File: src/rtl/lsram_port_arbiter.sv
// ---------------------------------------------------------------------------
// lsram_port_arbiter
// Shares one LSRAM control port between two requesters. Port 0 is the AHB
// slave interface and port 1 is the secondary master (bootloader/bridge
// loader). The block is the only client of the SRAM controller and allows
// one access in flight. Simultaneous requests are resolved round-robin, or
// by fixed priority to port 0. A watchdog forces completion with an error
// flag when the controller never acknowledges.
//
// Ports
//   HCLK, HRESET          clock (rising edge), async active-high reset
//   reqN/wrN/sizeN/addrN/wdataN  requester N command (level request)
//   ackN / errN           one-cycle completion pulse / watchdog-expired flag
//   rdata                 registered read data, valid with ackN
//   mem_req               one-cycle request pulse to the SRAM controller
//   mem_write/size/addr/wdata  command latched at grant time
//   mem_ack / mem_rdata   controller completion and read data
//   grant                 id of the current/last granted port
//   busy                  high whenever the FSM is not idle
// ---------------------------------------------------------------------------
module lsram_port_arbiter #(
  parameter int MEM_AWIDTH  = 19,
  parameter int DWIDTH      = 32,
  parameter int FIXED_PRIO  = 0,
  parameter int TIMEOUT_CYC = 255
) (
  input  logic                  HCLK,
  input  logic                  HRESET,
  input  logic                  req0,
  input  logic                  req1,
  input  logic                  wr0,
  input  logic                  wr1,
  input  logic [2:0]            size0,
  input  logic [2:0]            size1,
  input  logic [MEM_AWIDTH-1:0] addr0,
  input  logic [MEM_AWIDTH-1:0] addr1,
  input  logic [DWIDTH-1:0]     wdata0,
  input  logic [DWIDTH-1:0]     wdata1,
  output logic                  ack0,
  output logic                  ack1,
  output logic                  err0,
  output logic                  err1,
  output logic [DWIDTH-1:0]     rdata,
  output logic                  mem_req,
  output logic                  mem_write,
  output logic [2:0]            mem_size,
  output logic [MEM_AWIDTH-1:0] mem_addr,
  output logic [DWIDTH-1:0]     mem_wdata,
  input  logic                  mem_ack,
  input  logic [DWIDTH-1:0]     mem_rdata,
  output logic                  grant,
  output logic                  busy
);

  localparam logic [1:0] ST_IDLE  = 2'd0;
  localparam logic [1:0] ST_ISSUE = 2'd1;
  localparam logic [1:0] ST_WAIT  = 2'd2;
  localparam logic [1:0] ST_DONE  = 2'd3;

  // Timer value on the last WAIT cycle before the watchdog fires.
  localparam logic [7:0] TIMER_LAST = 8'(TIMEOUT_CYC - 1);

  logic [1:0] state_r;
  logic       last_grant_r;
  logic [7:0] timer_r;
  logic       win_s;

  // Winner selection for the IDLE grant decision.
  always_comb begin
    win_s = 1'b0;
    if (req0 && req1) begin
      // Tie: fixed priority favours port 0, otherwise alternate away from last winner.
      win_s = (FIXED_PRIO != 0) ? 1'b0 : ~last_grant_r;
    end else if (req1) begin
      win_s = 1'b1;
    end else begin
      win_s = 1'b0;
    end
  end

  // Access FSM with registered command, completion and status outputs.
  always_ff @(posedge HCLK or posedge HRESET) begin
    if (HRESET) begin
      state_r      <= ST_IDLE;
      last_grant_r <= 1'b1;
      timer_r      <= 8'd0;
      ack0         <= 1'b0;
      ack1         <= 1'b0;
      err0         <= 1'b0;
      err1         <= 1'b0;
      rdata        <= '0;
      mem_req      <= 1'b0;
      mem_write    <= 1'b0;
      mem_size     <= 3'b000;
      mem_addr     <= '0;
      mem_wdata    <= '0;
      grant        <= 1'b0;
      busy         <= 1'b0;
    end else begin
      // Pulse outputs default low; they are raised for exactly one cycle below.
      mem_req <= 1'b0;
      ack0    <= 1'b0;
      ack1    <= 1'b0;
      err0    <= 1'b0;
      err1    <= 1'b0;
      case (state_r)
        ST_IDLE: begin
          if (req0 || req1) begin
            grant     <= win_s;
            mem_write <= win_s ? wr1 : wr0;
            mem_size  <= win_s ? size1 : size0;
            mem_addr  <= win_s ? addr1 : addr0;
            mem_wdata <= win_s ? wdata1 : wdata0;
            mem_req   <= 1'b1;
            busy      <= 1'b1;
            state_r   <= ST_ISSUE;
          end else begin
            state_r <= ST_IDLE;
          end
        end
        ST_ISSUE: begin
          // The controller may complete in the same cycle as the request pulse.
          if (mem_ack) begin
            rdata   <= mem_rdata;
            ack0    <= ~grant;
            ack1    <= grant;
            state_r <= ST_DONE;
          end else begin
            state_r <= ST_WAIT;
          end
        end
        ST_WAIT: begin
          if (mem_ack) begin
            rdata   <= mem_rdata;
            ack0    <= ~grant;
            ack1    <= grant;
            state_r <= ST_DONE;
          end else if (timer_r == TIMER_LAST) begin
            rdata   <= '0;
            ack0    <= ~grant;
            ack1    <= grant;
            err0    <= ~grant;
            err1    <= grant;
            state_r <= ST_DONE;
          end else begin
            timer_r <= timer_r + 8'd1;
          end
        end
        ST_DONE: begin
          // ack/err are visible during this cycle; a late mem_ack here is ignored.
          last_grant_r <= grant;
          timer_r      <= 8'd0;
          busy         <= 1'b0;
          state_r      <= ST_IDLE;
        end
        default: begin
          timer_r <= 8'd0;
          busy    <= 1'b0;
          state_r <= ST_IDLE;
        end
      endcase
    end
  end

endmodule

File: config.mk
export PLATFORM = sky130hd
export DESIGN_NAME = lsram_port_arbiter
export DESIGN_NICKNAME = d
export VERILOG_FILES = /design/src/rtl/lsram_port_arbiter.sv
export SDC_FILE = /design/constraint.sdc
export NUM_CORES = 1
export LEC_CHECK = 0
export ABC_AREA = 0
export CORE_UTILIZATION = 40
export DETAILED_ROUTE_END_ITERATION = 8
export HOLD_SLACK_MARGIN = 0.15
export PLACE_DENSITY_LB_ADDON = 0.1
export SYNTH_ARGS = -nofsm -noshare
export SYNTH_HDL_FRONTEND = slang
export SYNTH_SLANG_ARGS = --single-unit
File: constraint.sdc
create_clock -name HCLK -period 3.93 [get_ports HCLK]
set_input_delay 0.393 -clock HCLK [delete_from_list [all_inputs] [get_ports HCLK]]
set_output_delay 0.393 -clock HCLK [all_outputs]
set_load 0.05 [all_outputs]
==> summary.txt <==
Outcome
  – Outcome: finished clean

Synthesis
  – Syn Area/Cell: 11.2 µm²
  – Seq/Total Area, Yosys: 57.5%
  – Synth top area share: 57.0%
  – Yosys warns: 0
  – Cell area after synthesis: 0.00457 mm²
  – Syn nets: 563
  – Top cell type by total area after synthesis: dfrtp_1
  – Syn Inst Count: 409
  – Synth cell types: 35
  – Seq cells post-synth: 105
  – Synth top area cells: dfrtp_1 (57%), mux2i_1 (13%), o21ai_0 (6.9%)

Die
  – Die Y: 109 µm
  – Die area: 0.0119 mm²
  – Io pins: 241
  – Initial Util: around two fifths
  – Row count: 38
  – Die X: 109 µm
  – Core ar.: 0.0110 mm²

Detailed routing
  – Mean number of vias per cell: 5.01
  – 1st-iter DRT viols: 192
  – Antenna-violating nets left: 0
  – Drt drc: 0
  – WL per Instance: 16.2 µm
  – Total number of vias: 3938
  – Routed WL: around 13 mm
  – Pre-antenna DRT Iters: 4

Final layout
  – Area Growth Syn to Fin: 63.2%
  – N_diodes: 0
  – Share of cells above drive strength 1: 4.64%
  – Nets: a little under 800
  – Finished Cell Area: 0.00746 mm²
  – FF/Latch Area: 0.00263 mm²
  – Area of the multi-input gates: 0.00183 mm²
  – Fill count: 878

STA
  – Clock period minus worst slack: around 2.2 ns
  – Slew Limit Fails: 0
  – Setup-failing EPs final: 0
  – TNS Setup: 0 ns
  – Final hold violations: 0
  – RSZ-0062 raised after global routing: false
  – Slew headroom: 28.8%
  – Clock skew: 0.00873 ns
  – Worst Max-Slew Pin Slew: 1.07 ns
  – Max Fclk: 457 MHz
  – Final period utilization: 55.7%

Critical path
  – CP Max Fanout: 8
  – Max incr delay on CP: 0.40 ns
  – WP data arrival: 2.41 ns
  – Critical path required time: 4.15 ns
  – Worst Path Buf+Inv: 1
  – CP Cell Sequence: inv_1, ha_1, and2b_1, or3b_1, o311a_1, or3_1
  – Crit path from: state_r[0]
  – Worst path top cell family by delay: simple AND/OR/NAND/NOR gates
  – Setup Crit Path Kind: reg -> reg
  – Slowest CP cell: dfrtp_1
  – Crit Reg-Reg Startpoint: state_r[0]
  – Kind of start point of the critical path: flop
  – Critical Path End Type: flop

Clock tree
  – # hold bufs at CTS: 0
  – Num Clock Sinks: 105
  – Root Driver: clkbuf_16
  – CTS Buffer Depth: 2
  – Worst-path clk slew: ~0.070 ns
  – Insertion delay to the later sink of the worst-skew pair: 0.34 ns
  – Post-CTS setup buffer count: 0
  – Num CTS Buffers: 9
  – Post-cts sizing count: 0
  – CTS tree: done
  – H-tree Lvls: 3

Placed design
  – Placed Area: 0.00714 mm²
  – Port Buffers: 240
  – Post-DP HPWL: 9.67 mm
  – Placer Congestion: 0.803

Global routing
  – Vias in the first global route: 3894
  – First-pass GRT wire length: 19.4 mm
  – Largest net degree at the start of global routing: 91
  – Total gr overflow: 0
  – GRT Total Usage: 21.9%
  – Initial antenna violation count: 0

Hold path
  – Type of the tightest min-delay check: reg -> reg
  – Hold Crit Start: mem_wdata[9]

Power
  – Total power: 6.61 mW
  – PwrDens: 887 mW/mm²
  – Maximum vdd ir drop: 0.513 mV
  – Leakage: between 3 and 4 nW

Job
  – Max Cap Viol: 0
## layout make-up
class | instances | area share, %
clock buffers | 9 | 3.02
clock inverters | 7 | 1.28
repair buffers | 247 | 33.1
well taps | 140 | 2.35
inverters | 9 | 0.487
multi-input cells | 269 | 24.5
flip-flops and latches | 105 | 35.3
## per-layer routing
metal / vias to the layer above / GRT usage (%) / part of all wire (%)
li1: 1915 / - / -
met5: - / 0 / 0
met1: 1829 / 25.4 / 38
met2: 164 / 36.4 / 50
met3: 30 / 6.58 / 8.0
met4: 0 / 11.3 / 3.4
## sequential cells by signal (all words and copies together) (netlist names), 2 cells and up
register,cells
rdata,32
state_r,2
mem_wdata,32
mem_addr,19
mem_size,3
timer_r,8
## cells in the mapped netlist
master,instances
buf_2,7
nor3_1,1
and2_1,2
a21oi_1,3
o211a_1,1
clkbuf_1,19
o22ai_1,1
o21a_1,1
nor3b_1,1
o311a_1,1
a211oi_1,2
nand2_1,66
o31ai_1,2
and3_1,1
nand4_2,1
nand4_1,1
nand3_1,6
or3_1,1
a22o_1,32
nand2b_1,4
ha_1,7
or3b_1,1
and2b_1,1
a21boi_0,1
nor2_1,4
o32ai_1,1
mux2_2,1
nor4_1,2
mux2i_1,59
o211ai_1,1
a311o_1,1
dfstp_2,1
o21ai_0,63
dfrtp_1,104
inv_1,9
## cell families (layout without fill, tap and decap cells)
| logic type | Yosys count | count (layout) | synth area share [%] |
|---|---|---|---|
| AO/OA/AOI/OAI | 110 | 110 | 15.5 |
| flip-flops | 105 | 105 | 57.5 |
| AND/OR/NAND/NOR | 92 | 92 | 8.82 |
| multiplexers | 60 | 60 | 13.2 |
| buffers and inverters | 35 | 272 | 3.07 |
| adder cells (fa/ha/maj) | 7 | 7 | 1.92 |
## report_power, final
part,switching (mW),internal [mW]
combinational,2.49,1.31
sequential,0.285,1.58
clock,0.394,0.557
## final timing paths
check | end | slack (ns) | cells past startpoint
min | mem_wdata[9] | 0.48 | 2
max in group asynchronous | mem_wdata[9] | 2.41 | 3
min in group asynchronous | rdata[30] | 0.67 | 2
max reg2reg | timer_r[7] | 1.74 | 6
min reg2reg | mem_wdata[9] | 0.48 | 2
max | timer_r[7] | 1.74 | 6
## worst register-to-register path, stage by stage (launching register included)
cell	delay, ns
dfrtp_1	0.40
inv_1	0.15
ha_1	0.33
and2b_1	0.19
or3b_1	0.36
o311a_1	0.29
or3_1	0.36
## stage by stage
| step | hold slack [ns] | setup slack, ns | cells | util, % |
|---|---|---|---|---|
| finish | 0.480 | 1.74 | 786 | 67.9 |
| global route | 0.505 | 1.61 | 786 | 67.9 |
| CTS | 0.485 | 1.75 | 786 | 67.9 |
| detailed placement | 0.469 | 1.58 | 770 | 65.0 |
| global placement | 0.461 | 1.64 | 770 | 65.0 |
| floorplan | 0.502 | 0.778 | 409 | - |
## placed cells by master (no fill, tap or decap), drive strengths merged, types with 2 or more instances in the layout
master,Yosys,layout
clkdlybuf4s50,0,240
a21oi,3,3
clkinvlp,0,4
inv,9,9
o31ai,2,2
mux2i,59,59
ha,7,7
and2,2,2
nand2b,4,4
bufinv,0,2
buf,7,7
nor2,4,4
dfrtp,104,104
nor4,2,2
a211oi,2,2
o21ai,63,63
nand3,6,6
a22o,32,32
nand2,66,66
clkbuf,19,9
nand4,2,2
Power figures use the tool's default switching activity.
